$ cat src/rtl/booth_arbiter.sv
// Round-robin front end that time-shares one sequential multiplier: grant -> issue -> run -> respond.
// Response is valid WIDTH+3 cycles after the grant and is held until rsp_ready; no grants while busy.
module booth_arbiter #(
  parameter int WIDTH = 16,
  parameter int NREQ  = 4,
  localparam int IDW  = $clog2(NREQ)
) (
  input  logic                  clk,
  input  logic                  rst,
  input  logic [NREQ-1:0]       req_valid,
  input  logic [NREQ*WIDTH-1:0] req_x,
  input  logic [NREQ*WIDTH-1:0] req_y,
  output logic [NREQ-1:0]       req_ready,
  output logic                  rsp_valid,
  output logic [IDW-1:0]        rsp_id,
  output logic [2*WIDTH-1:0]    rsp_z,
  output logic                  rsp_err,
  input  logic                  rsp_ready,
  output logic [WIDTH-1:0]      mul_x,
  output logic [WIDTH-1:0]      mul_y,
  output logic                  mul_start,
  input  logic [2*WIDTH-1:0]    mul_z,
  input  logic                  mul_busy
);

  localparam int CW = $clog2(WIDTH + 3);

  typedef enum logic [1:0] {IDLE, ISSUE, RUN, RESP} state_t;

  state_t             state_q, state_d;
  logic [IDW-1:0]     ptr_q, ptr_d;
  logic [IDW-1:0]     id_q, id_d;
  logic [WIDTH-1:0]   op_x_q, op_x_d;
  logic [WIDTH-1:0]   op_y_q, op_y_d;
  logic [CW-1:0]      rcnt_q, rcnt_d;
  logic [2*WIDTH-1:0] z_q, z_d;
  logic               err_q, err_d;

  logic               gnt_vld;
  logic [IDW-1:0]     gnt_idx;
  logic [IDW-1:0]     cand;

  // Scan downwards so the candidate closest to ptr is the one left standing.
  always_comb begin
    gnt_vld = 1'b0;
    gnt_idx = '0;
    cand    = '0;
    for (int k = NREQ - 1; k >= 0; k--) begin
      cand = ptr_q + IDW'(k);
      if (req_valid[cand]) begin
        gnt_vld = 1'b1;
        gnt_idx = cand;
      end
    end
  end

  always_comb begin
    state_d   = state_q;
    ptr_d     = ptr_q;
    id_d      = id_q;
    op_x_d    = op_x_q;
    op_y_d    = op_y_q;
    rcnt_d    = rcnt_q;
    z_d       = z_q;
    err_d     = err_q;
    req_ready = '0;
    mul_start = 1'b0;
    rsp_valid = 1'b0;
    rsp_id    = '0;
    rsp_z     = '0;
    rsp_err   = 1'b0;

    case (state_q)
      IDLE: begin
        if (gnt_vld && !rst) begin
          req_ready[gnt_idx] = 1'b1;
          op_x_d  = req_x[gnt_idx*WIDTH +: WIDTH];
          op_y_d  = req_y[gnt_idx*WIDTH +: WIDTH];
          id_d    = gnt_idx;
          ptr_d   = gnt_idx + IDW'(1);
          state_d = ISSUE;
        end
      end
      ISSUE: begin
        mul_start = 1'b1;
        rcnt_d    = '0;
        state_d   = RUN;
      end
      RUN: begin
        rcnt_d = rcnt_q + CW'(1);
        if (!mul_busy) begin
          // Busy low on the first RUN cycle means the start strobe was never seen.
          if (rcnt_q == '0) begin
            err_d = 1'b1;
          end else begin
            z_d   = mul_z;
            err_d = 1'b0;
          end
          state_d = RESP;
        end else if (rcnt_q == CW'(WIDTH + 2)) begin
          err_d   = 1'b1;
          state_d = RESP;
        end
      end
      RESP: begin
        rsp_valid = 1'b1;
        rsp_id    = id_q;
        rsp_z     = err_q ? '0 : z_q;
        rsp_err   = err_q;
        if (rsp_ready) begin
          state_d = IDLE;
        end
      end
      default: state_d = IDLE;
    endcase
  end

  assign mul_x = op_x_q;
  assign mul_y = op_y_q;

  always_ff @(posedge clk) begin
    if (rst) begin
      state_q <= IDLE;
      ptr_q   <= '0;
      id_q    <= '0;
      op_x_q  <= '0;
      op_y_q  <= '0;
      rcnt_q  <= '0;
      z_q     <= '0;
      err_q   <= 1'b0;
    end else begin
      state_q <= state_d;
      ptr_q   <= ptr_d;
      id_q    <= id_d;
      op_x_q  <= op_x_d;
      op_y_q  <= op_y_d;
      rcnt_q  <= rcnt_d;
      z_q     <= z_d;
      err_q   <= err_d;
    end
  end

endmodule

$ cat config.mk
export PLATFORM = sky130hd
export DESIGN_NAME = booth_arbiter
export DESIGN_NICKNAME = d
export VERILOG_FILES = /design/src/rtl/booth_arbiter.sv
export SDC_FILE = /design/constraint.sdc
export NUM_CORES = 1
export LEC_CHECK = 0
export ABC_AREA = 1
export CORE_MARGIN = 3
export CORE_UTILIZATION = 40
export CTS_BUF_LIST = sky130_fd_sc_hd__clkbuf_8
export DETAILED_ROUTE_END_ITERATION = 10
export GPL_TIMING_DRIVEN = 0
export PLACE_DENSITY = 0.86
export SLEW_MARGIN = 20
export SYNTH_ARGS = -nofsm -noshare
export SYNTH_HDL_FRONTEND = slang
export SYNTH_SLANG_ARGS = --single-unit
export TNS_END_PERCENT = 50
$ cat constraint.sdc
create_clock -name clk -period 1.8 [get_ports clk]
set_input_delay 0.18 -clock clk [delete_from_list [all_inputs] [get_ports clk]]
set_output_delay 0.18 -clock clk [all_outputs]
set_load 0.02 [all_outputs]
### Word-level counts from Yosys, hierarchy flattened

Cells that the tools add are included.

* add/sub/neg operators: 5
* $lt $le $gt $ge: 6
* eq/ne operators: 8
* shift-type cells: 2
* multiplexer cells: 35
* bitwise gates (word level): 2
* reductions and logical operators: 10

Operators with widths (number)
* 64-bit by 7-bit variable part select with 16-bit output: 2
* 32-bit 2-to-1 mux: 2
* 2-bit 2-to-1 mux: 9
* 2-bit by 3-bit < comparator with 1-bit output (second input constant): 5
* 1-bit 2-to-1 mux: 15
* 5-bit case mux with 2 select lines: 1
* 1-bit binary-select mux with 2-bit select: 4
* 4-bit 2-to-1 mux: 2
* 2-bit case mux with 4 select lines: 1
* 3-bit AND reduction: 2
* 5-bit by 1-bit adder with 5-bit output (second input constant): 1
* 5-bit equality test (second input constant): 1
* 5-bit zero test: 1
* 2-bit by 1-bit adder with 2-bit output (second input constant): 2
* 2-bit adder (second input constant): 2
* 2-bit equality test (second input constant): 2
* 2-bit != test (second input constant): 2
* 2-bit AND reduction: 2
* 3-bit != test (second input constant): 1
* 1-bit demux with 2-bit select: 1
* 2-bit by 1-bit equality test with 1-bit output (second input constant): 1
* 2-bit by 1-bit >= comparator with 1-bit output (second input constant): 1
* 1-bit logical AND: 2
* 2-bit zero test: 1
* other kinds (4): 5

* bits in registers: 76
* output and inout bits: 73

### Logic depth before layout (Yosys ltp)

Gate-level depths: netlist of the first run.

* depth after elaboration: 13
* gate-level depth with buffers: 15
* mapped depth without buffers: 13

### Worst setup path after synthesis of the first run

Ideal clock, no wire load.

* kind: register -> output
* from: register state_q[0]
* to: output rsp_z[10]
* arrival: 1.556 ns
* required time: 1.620 ns
* path slack: 0.064 ns
* stages on the path, launching flop included: 6
* buffers on the path: 2
* cells stage by stage: dfxtp_1 -> ha_1 -> clkbuf_1 -> clkbuf_1 -> nand2_1 -> nor2_1

* cells in the longest elaborated chain, start to end: 2

RTL lines
* start, declared: RTL line 30 `state_t state_q, state_d;`
* start signal, assigned: RTL line 132 `state_q <= state_d;`
* 2-bit equality test: RTL line 73 `case (state_q)`
* 32-bit 2-to-1 mux: RTL line 73
* end, declared: RTL line 16 `output logic [2*WIDTH-1:0] rsp_z,`

No other way between the ends.

### Final worst setup path of the first run

* from: register ptr_q[0]
* to: output req_ready[0]

* cells in the longest elaborated chain, start to end: 13
* elaborated cells between the ends (all ways): 27
* classes of those cells: add/sub: 3; order compare: 2; mux: 20; reduce/logical: 2

RTL lines
* start, declared: RTL line 31 `logic [IDW-1:0] ptr_q, ptr_d;`
* start signal, assigned: RTL line 133 `ptr_q <= ptr_d;`
* 2-bit adder: RTL line 49 `cand = ptr_q + IDW'(k);`
* 1-bit binary-select mux with 2-bit select: RTL line 50 `if (req_valid[cand]) begin`
* 1-bit 2-to-1 mux (implied by the code): RTL line 50
* 2-bit 2-to-1 mux (4 in series): RTL line 50
* 2-bit by 3-bit < comparator with 1-bit output (implied by the code) or 2-bit by 1-bit >= comparator with 1-bit output (tied branches): RTL line 76 `req_ready[gnt_idx] = 1'b1;`
* 1-bit logical AND (implied by the code): RTL line 76
* 1-bit 2-to-1 mux (implied by the code): RTL line 76
* 1-bit demux with 2-bit select: RTL line 76
* 4-bit 2-to-1 mux *: RTL line 75 `if (gnt_vld && !rst) begin`
* 4-bit 2-to-1 mux *: RTL line 73
* end, declared: RTL line 13 `output logic [NREQ-1:0] req_ready,`

Mark *: on every way between the ends. The rest lies on a longest branch, timed or not. The select of a mux whose other input is x is not followed.

==> results.toml, run 1 <==
[synth]
synth-main-ff-cell = "dfxtp_1"
synth.cells.most_frequent = "nand3_1, nand2_1, nor2_1, dfxtp_1, o21ai_0"
post_synth_xor_area_fraction_pct = 0
number_of_library_cell_types_mapped_by_synthesis = 25
main_combinational_cell_family_by_area_after_synthesis = "simple AND/OR/NAND/NOR gates"
post-synth-top-area-cell = "dfxtp_1"
yosys.area.top_type_share_pct = 34.42
synth-compound-area-share_pct = 5.746
synth.ff_latch_count = 76
synthAdderAreaFrac_pct = 1.981
synth_warnings = 0
synth.most_common_cell = "nand3_1"
post_synth_and_or_nand_nor_area_fraction_pct = 47.78
synth-seq-area-share_pct = 34.42
avg_cell_area_syn_um2 = 6.288
synth_fp_nets = 878
synthMuxAreaShare_pct = 0
synthArstFlopShare_pct = 0
netlist_area_um2 = 4420
synth_cells = 703
synth.area.top_cells = "dfxtp_1, nand3_1, nand2_1, nor2_1, o21ai_0"
synth-edff-count = 0

[global_route]
grt_first_pass_wirelength_um = 26300
vias_in_the_first_global_route = 5343
gr-usage-all-layers_pct = 26.02
grt_antenna_before_repair = 0
grt-ovfl-total = 0
grt_max_degree = 14

[timing]
finalCritPeriodShare_pct = 117.5
tightestPinTransition_ns = 0.5495
slew_viol_final = 0
timing.final.setup_violations = 35
finClkSkew_ns = 0.009520
maxSlewHeadroom_pct = 62.98
period_minus_slack_ns = 2.116
max_clock_freq_ghz = 0.4726
grt_setup_unrepaired = "yes"
fin_ws_ns = -0.3158
hold_violations = 0

[drt]
initialDrtViolationCount = 415
routed_vias_inst = 5.128
drt_first_pass_iters = 5
postRouteWirelength_um = 16890
detail-route-antenna-nets = 0
remaining_drc_errors = 0
detailroute.via_count = 5661
routed_wire_length_per_instance_um = 15.30

[power_and_ir_drop]
power_switching_uw = 5425
pwr_density_cell_nw_per_um2 = 1546
power_switching_share_pct = 46.71
internal_power_uw = 6189
leakage_uw = 0.003332
p_clk_share_pct = 12.3
sequentialPowerShare_pct = 20.4
comb_power_share_pct = 67.3
vdd_ir_drop_max_v = 0.0009483
design_power_total_uw = 11610

[finish]
finish.utilization_pct = 71.17
layout-drive-gt1-share_pct = 15.91
num_antenna_cells = 0
num-nets-final = 1139
final-instance-count-excl-fill = 1104
syn2layout_area_growth_pct = 69.94

[worst_setup_path]
worstSetupEndpointType = "primary output"
critical_path.most_common_cell = "nand2_4"
slowest_cp_cell = "dfxtp_2"
cp_max_fo = 8
critPathRequiredTime_ns = 1.62
worst_setup_path_start_kind = "flop"
crit_path_max_incr_delay_ns = 0.35
worst_ep_arrival_time_ns = 1.94
chain_of_cells_forming_the_critical_path = "buf_12 -> clkinv_8 -> nand2_4 -> nand2_4 -> nand2_1 -> nand3_1 -> nand3_1 -> nand2_2 -> nand2_4 -> inv_8 -> buf_12 -> nor2_4 -> buf_6"
criticalPathCategory = "flop to primary output"
r2r_setup_slk_ns = -0.16

[cts]
clkSinkCount = 76
clock-root-buffer = "clkbuf_8"
clkLatencyLatePin_ns = 0.35
number_of_buffers_inserted_during_clock_tree_synthesis = 9
clkTransAtPathRegs_ns = 0.08
cts_hold_repair.buffers = 0
cts_max_level = 3
tritoncts = "done"
clockBufferDepth = 2

[run_status]
failed_checks = "negative setup slack"
outcome = "finished with violations"

[job]
cap_viol_max_count = 0

[place]
cell_total_after_placement = 1079
io_buffer_count = 240
dp.final_hpwl_um = 12780
place_congestion = 0.8682
preCtsSetupSlack_ns = -0.7746

[floorplan]
core_area_um2 = 10560
rows = 37
die-area_um2 = 12350
die_height_um = 111.1
ioPinCount = 241
floorplan.die.width_um = 111.1
initial_utilization_pct = 41.88

[worst_hold_path]
min_path_type = "primary input to flop"
[repair_timing]
| action | 4_1_cts | 5_1_grt |
|---|---|---|
| hold endpoints to repair | 0 | 0 |
| gates resized for setup | 200 | 76 |
| pin swaps | 9 | 8 |
| endpoints found under the setup margin | 69 | 93 |
| setup buffers | 7 | 3 |
[cell type report]
type | count | area (um^2)
well taps | 136 | 170.2
multi-input cells | 544 | 2680
clock buffers | 9 | 123.9
inverters | 28 | 132.6
clock inverters | 6 | 90.09
plain buffers | 55 | 437.9
repair buffers | 250 | 2351
flip-flops and latches | 76 | 1526
fillers | 893 | 3043
[power groups by stage]
stage,Clock (uW),Sequential (uW),Combinational (uW)
3_3_place_gp,0,2370,6640
2_1_floorplan,0,2640,4240
6_report,1430,2370,7810
5_1_grt,1520,2420,8570
3_5_place_dp,0,2380,6720
4_1_cts,1450,2360,7230
[cell families (layout without fill, tap and decap cells)]
kind of cell,Yosys count,count (layout)
AOI/OAI and AO/OA,49,49
adders and majority gates,7,7
buffers and inverters,83,348
DFF,76,76
and+or+nand+nor,488,488
[stage by stage]
stage / instance area, um^2 / hold slack [ns] / setup TNS [ns]
final: 7512 / 0.4515 / -4.332
after global routing: 7512 / 0.4761 / -9.057
after CTS: 7266 / 0.4393 / -2.695
after detailed placement: 6993 / 0.4610 / -27.71
after global placement: 6993 / 0.4572 / -26.81
after floorplan: 4420 / 0.2491 / 0
[worst paths after layout]
kind,startpoint,end,depth (start not counted)
setup / recovery,ptr_q[0],req_ready[0],13
hold / removal,mul_z[9],z_q[9],3
setup reg to reg,ptr_q[0],mul_y[3],16
hold reg to reg,mul_x[6],mul_x[6],2
[per-layer routing]
layer	GRT usage, %	share of wire (%)	vias to the layer above
li1	-	-	2829
met1	30.43	39	2548
met2	46.52	50	252
met3	6.114	8.3	32
met4	8.921	2.5	0
met5	0	0	-
[critical path, delay by kind of cell (launching register included)]
family,cells,cell delay [ns]
buf+inv,5,0.53
flops,1,0.35
simple gates,8,0.69
[sequential cells by signal, summed over array words and instances, names as in the netlist]
| register | count |
|---|---|
| z_q | 32 |
| mul_x | 16 |
| mul_y | 16 |
| rcnt_q | 5 |
| id_q | 2 |
| ptr_q | 2 |
| state_q | 2 |
| err_q | 1 |
[cells in the final DEF (no fill, tap or decap), types with 4 or more instances in the layout]
| master | instances |
|---|---|
| nand3_2 | 6 |
| nor2_2 | 5 |
| nand2_4 | 8 |
| nand2_1 | 147 |
| clkbuf_2 | 13 |
| clkdlybuf4s50_1 | 201 |
| nand2_2 | 10 |
| inv_1 | 20 |
| nand3_1 | 197 |
| dfxtp_2 | 4 |
| a21oi_1 | 6 |
| buf_6 | 22 |
| o21ai_0 | 37 |
| nor2_4 | 4 |
| clkbuf_1 | 10 |
| ha_1 | 6 |
| clkbuf_8 | 13 |
| buf_4 | 20 |
| nor2_1 | 103 |
| buf_2 | 25 |
| dfxtp_1 | 72 |
| nand3_4 | 4 |
Note: power is estimated with default switching activity, not from simulation.
==> run 2, diff against run 1 <==
--- a/config.mk
+++ b/config.mk
@@ -12,6 +12,7 @@
 export DETAILED_ROUTE_END_ITERATION = 10
 export GPL_TIMING_DRIVEN = 0
 export PLACE_DENSITY = 0.86
+export REMOVE_ABC_BUFFERS = 1
 export SLEW_MARGIN = 20
 export SYNTH_ARGS = -nofsm -noshare
 export SYNTH_HDL_FRONTEND = slang
==> run 2 against run 1 <==
Net effect:
- the run still ends with negative setup slack left
- routed wire length rose by 24%
- utilization is 6.2 points higher
- combinational power grew 28%
- final area rose by 8.7%
- non-clock buffer count shrank 16
- clock-buffer cell count did not move
- clock power up 5%
- first-iteration DRC count rose by 21%
- critical path type unchanged
==> results.toml, run 2 (synthesis results as in run 1) <==
[cts]
clockBufferDepth = 2
number_of_buffers_inserted_during_clock_tree_synthesis = 9
clkTransAtPathRegs_ns = 0.09
clkSinkCount = 76
tritoncts = "done"
clkLatencyLatePin_ns = 0.35
clock-root-buffer = "clkbuf_8"
cts_max_level = 3

[finish]
syn2layout_area_growth_pct = 84.74
final-instance-count-excl-fill = 1105
finish.utilization_pct = 77.37
num-nets-final = 1139
fill_cells = 804
largest_register_ffs = 32
most_frequent_standard_cell_in_the_layout_excluding_fill_and_tap_cells = "clkdlybuf4s50_1"
layout-drive-gt1-share_pct = 17.44
max_flop_register = "z_q"
num_antenna_cells = 0
layout.cells.most_common_list = "clkdlybuf4s50_1, nand3_1, nand2_1, nor2_1, dfxtp_1"

[power_and_ir_drop]
power_switching_uw = 6927
comb_power_share_pct = 71.6
p_clk_share_pct = 10.8
leakage_uw = 0.003494
design_power_total_uw = 13930
power_switching_share_pct = 49.73
pwr_density_cell_nw_per_um2 = 1705
vdd_ir_drop_max_v = 0.001022
internal_power_uw = 7001
sequentialPowerShare_pct = 17.6

[worst_hold_path]
hold_start = "mul_z[28]"
min_path_type = "primary input to flop"

[floorplan]
die_height_um = 111.1
initial_utilization_pct = 41.88
rows = 37
core_area_um2 = 10560
ioPinCount = 241
floorplan.die.width_um = 111.1
die-area_um2 = 12350

[drt]
routed_wire_length_per_instance_um = 18.89
detail-route-antenna-nets = 0
remaining_drc_errors = 0
drt_first_pass_iters = 8
routed_vias_inst = 5.545
postRouteWirelength_um = 20870
initialDrtViolationCount = 502
detailroute.via_count = 6127

[timing]
fin_ws_ns = -0.2633
period_minus_slack_ns = 2.063
timing.final.setup_violations = 37
final.hold.worst_slack_ns = 0.4371
tightestPinTransition_ns = 0.5258
maxSlewHeadroom_pct = 64.90
finClkSkew_ns = 0.01559
slew_viol_final = 0
grt_setup_unrepaired = "yes"
max_clock_freq_ghz = 0.4847
finalCritPeriodShare_pct = 114.6
hold_violations = 0

[run_status]
failed_checks = "negative setup slack"
outcome = "finished with violations"

[worst_setup_path]
critical_path.most_common_cell = "nand2_4"
worst_setup_path_start_kind = "flop"
criticalPathCategory = "flop to primary output"
cp_num_buf_inv = 3
slowest_cp_cell = "dfxtp_4"
cp_max_fo = 8
worst_r2r_startpoint = "ptr_q[0]"
timing.critical_path.max_delay_family = "simple AND/OR/NAND/NOR gates"
chain_of_cells_forming_the_critical_path = "inv_4 -> nand2_2 -> nand2_4 -> nand2_1 -> nand3_1 -> nand3_2 -> nand2_4 -> nand2_8 -> inv_16 -> nand2_4 -> nor2_4 -> buf_6"
worst_ep_arrival_time_ns = 1.88
crit_path_max_incr_delay_ns = 0.40
critPathRequiredTime_ns = 1.62
worstSetupEndpointType = "primary output"
critical_path.startpoint = "ptr_q[0]"

[job]
cap_viol_max_count = 0

[place]
io_buffer_count = 240
dp.final_hpwl_um = 10440
cell_total_after_placement = 1026
place_congestion = 0.8489

[global_route]
gr-usage-all-layers_pct = 30.24
grt_antenna_before_repair = 0
grt_first_pass_wirelength_um = 29950
grt_max_degree = 46
vias_in_the_first_global_route = 5669
grt-ovfl-total = 0
[run 2: cell count changes in the layout (fill, tap and decap cells not counted), moves of 8 or more]
| cell | change |
|---|---|
| buf_2 | -19 |
| clkdlybuf4s15_2 | +17 |
| buf_6 | -14 |
| nand3_1 | -14 |
| clkbuf_2 | -13 |
| clkbuf_1 | -10 |
| nand3_2 | +10 |
| nand2_8 | +9 |
| buf_4 | +8 |
[run 2: power by group through the flow]
stage                     registers, uW  clock network (uW)  logic (uW)
after floorplan                    2670                   0        3330
after global placement             2390                   0        4860
after detailed placement           2430                   0        5960
after CTS                          2430                1500        9060
after global routing               2490                1580       10500
final                              2450                1500        9980
[run 2: stage by stage]
stage / cell area, um^2 / setup TNS (ns) / worst slack (ns)
after floorplan: 4083 / -76.28 / -1.988
after global placement: 6655 / -204.62 / -4.073
after detailed placement: 6724 / -105.22 / -2.301
after CTS: 7909 / -0.9713 / -0.2444
after global routing: 8167 / -9.172 / -0.3628
final: 8167 / -6.301 / -0.2633
[run 2: final timing paths]
check	cells past startpoint	to	slack [ns]
worst max register to register	13	mul_y[1]	-0.26
worst min-delay path	3	z_q[28]	0.44
worst min register to register	2	mul_x[7]	0.47
worst max-delay path	12	req_ready[2]	-0.26
[run 2: per-layer routing]
metal  vias up  track usage [%]  share of wire (%)
met5         -                0                  0
met4         0            12.57                3.8
met3        66            8.188                 11
met2       392            52.67                 50
met1      2813            34.94                 36
li1       2856                -                  -
[run 2: tightest hold or removal path: stages]
cell and delay (ns):
clkdlybuf4s50_1 0.39, o21ai_0 0.15, nor2_1 0.04
[run 2: what timing repair did]
item | in CTS | in global routing
cloned | 17 | 6
resized for setup | 203 | 40
hold buffers | 0 | 0
setup endpoints to repair | 109 | 101
pin swaps | 21 | 16
endpoints found under the hold margin | 0 | 0
setup buffers | 36 | 6
[run 2: area by class of cell]
class | count | area, um^2 | area share (%)
Timing Repair inverter | 4 | 37.54 | 0.4596
Tap cell | 136 | 170.2 | 2.084
Multi-Input combinational cell | 556 | 3009 | 36.85
Inverter | 28 | 152.6 | 1.869
Clock buffer | 9 | 123.9 | 1.517
Sequential cell | 76 | 1535 | 18.80
Timing Repair Buffer | 289 | 3039 | 37.21
Clock inverter | 7 | 98.84 | 1.210
==> run 3, diff against run 2 <==
--- a/config.mk
+++ b/config.mk
@@ -6,7 +6,7 @@
 export NUM_CORES = 1
 export LEC_CHECK = 0
 export ABC_AREA = 1
-export CORE_MARGIN = 3
+export CORE_MARGIN = 2
 export CORE_UTILIZATION = 40
 export CTS_BUF_LIST = sky130_fd_sc_hd__clkbuf_8
 export DETAILED_ROUTE_END_ITERATION = 10
==> run 3 against run 2 <==
Net effect:
- the flow still finishes with violations (negative setup slack)
- critical path type is now primary input to flop
- critical path depth is 3 higher
- final area is 3.4% higher
- clock skew is 0.0017 ns higher
- fmax is 1.4% lower
- global-route usage is 4.1 points higher
- clock power is 15% lower
- combinational power is 10% higher
- worst hold slack worse by 0.077 ns
- critical endpoint is now mul_x[5]
- highest routed layer unchanged
- sequential cell count stayed put
==> results.toml, run 3 (synthesis results as in run 1) <==
[cts]
clock-root-buffer = "clkbuf_8"
clkSinkCount = 76
number_of_buffers_inserted_during_clock_tree_synthesis = 9
clkTransAtPathRegs_ns = 0.09
tritoncts = "done"
cts_max_level = 3
cts_hold_repair.buffers = 0
clkLatencyLatePin_ns = 0.36
clockBufferDepth = 2

[worst_setup_path]
critical_path.most_common_cell = "nand2_1"
critPathRequiredTime_ns = 2.05
cp_max_fo = 6
critical_r2r_capture = "mul_x[5]"
cp-endpoint = "mul_x[5]"
timing.reg2reg.worst_path_depth = 14
worst_r2r_startpoint = "ptr_q[0]"
slowest_cp_cell = "clkdlybuf4s50_1"
critical_path.startpoint = "req_valid[3]"
r2r_setup_slk_ns = -0.28
worst_setup_path_start_kind = "primary input"
worstSetupEndpointType = "flop"
criticalPathCategory = "primary input to flop"
chain_of_cells_forming_the_critical_path = "clkdlybuf4s50_1 -> inv_1 -> nand2_1 -> nand3_2 -> nand2_2 -> nand3_4 -> nand3_4 -> buf_6 -> buf_12 -> buf_12 -> nand2_8 -> nand2_1 -> nand3_1 -> nand3_2 -> nand2_1"
crit_path_max_incr_delay_ns = 0.51
worst_ep_arrival_time_ns = 2.34

[global_route]
grt_first_pass_wirelength_um = 31390
grt_antenna_before_repair = 1
gr-usage-all-layers_pct = 34.39
grt-ovfl-total = 0
grt_max_degree = 50
vias_in_the_first_global_route = 6062

[finish]
final-instance-count-excl-fill = 1114
final_cell_area_um2 = 8444
layout-drive-gt1-share_pct = 24.36
max_flop_register = "z_q"
finish.utilization_pct = 78.24
syn2layout_area_growth_pct = 91.03
num-nets-final = 1143
layout.cells.most_common_list = "clkdlybuf4s50_1, nand2_1, nand3_1, nor2_1, nand3_2"
most_frequent_standard_cell_in_the_layout_excluding_fill_and_tap_cells = "clkdlybuf4s50_1"
largest_register_ffs = 32

[drt]
remaining_drc_errors = 0
detailroute.via_count = 6108
postRouteWirelength_um = 20920
initialDrtViolationCount = 427
detail-route-antenna-nets = 0
drt_first_pass_iters = 6
routed_vias_inst = 5.483
routed_wire_length_per_instance_um = 18.78

[timing]
fin_ws_ns = -0.2919
maxSlewHeadroom_pct = 66.17
slew_viol_final = 0
finalCritPeriodShare_pct = 116.2
hold_violations = 0
max_clock_freq_ghz = 0.4780
period_minus_slack_ns = 2.092
finClkSkew_ns = 0.01729
timing.final.setup_violations = 36
tightestPinTransition_ns = 0.5068
grt_setup_unrepaired = "yes"

[place]
dpl_cell_area_um2 = 6729
place_congestion = 0.7894
dp.final_hpwl_um = 10200
io_buffer_count = 240
cell_total_after_placement = 1030

[floorplan]
initial_utilization_pct = 40.96
rows = 38
die-area_um2 = 11910
die_height_um = 109.1
ioPinCount = 241
floorplan.die.width_um = 109.1
core_area_um2 = 10790

[power_and_ir_drop]
vdd_ir_drop_max_v = 0.001345
design_power_total_uw = 14730
leakage_uw = 0.003619
pwr_density_cell_nw_per_um2 = 1745

[run_status]
outcome = "finished with violations"
failed_checks = "negative setup slack"

[job]
cap_viol_max_count = 0

[worst_hold_path]
min_path_type = "primary input to flop"
[run 3: cell type report]
type / count / area [um^2]
Multi-Input combinational cell: 556 / 3331
Clock buffer: 10 / 137.6
Timing Repair Buffer: 293 / 3035
Clock inverter: 6 / 47.55
Timing Repair inverter: 4 / 30.03
Inverter: 28 / 150.1
Fill cell: 747 / 2349
Tap cell: 140 / 175.2
Antenna cell: 1 / 2.502
Sequential cell: 76 / 1535
[run 3: layer usage]
metal	global-route usage, %	wire length [um]	vias up
met3	8.607	2207	83
met4	16.67	957	0
met1	37.85	7433	2792
met2	61.31	10320	368
met5	0	0	-
li1	-	-	2865
[run 3: power by group]
group,switching [uW],leakage (uW),internal [uW]
Combinational,6500,0.00291,4530
Sequential,310,0.000625,2130
Clock,717,0.0000816,548
Total,7530,0.00362,7200
[run 3: how the worst min path moves through the flow]
stage | start | to | slack, ns | depth (start not counted)
2_1_floorplan | rst | id_q[1] | 0.25 | 1
3_3_place_gp | mul_x[0] | mul_x[0] | 0.46 | 2
3_5_place_dp | mul_y[1] | mul_y[1] | 0.46 | 2
4_1_cts | rst | id_q[1] | 0.34 | 2
5_1_grt | rst | ptr_q[1] | 0.38 | 2
6_report | rst | id_q[1] | 0.36 | 2
[run 3: repair_timing]
item	in CTS	in global routing
setup endpoints to repair	109	110
cloned	22	2
buffers inserted	40	6
gates resized for setup	258	43
pin swaps	62	16
[run 3: critical path, delay by kind of cell]
family	cells	cell delay, ns
buffers and inverters	5	1.05
AND/OR/NAND/NOR	10	1.09
[run 3: per-stage QoR]
step | setup slack, ns | TNS, ns | hold slack [ns]
2_1_floorplan | -1.988 | -76.28 | 0.2491
3_3_place_gp | -4.067 | -208.07 | 0.4569
3_5_place_dp | -2.144 | -100.09 | 0.4627
4_1_cts | -0.2490 | -3.465 | 0.3421
5_1_grt | -0.4193 | -9.864 | 0.3752
6_report | -0.2919 | -6.265 | 0.3599
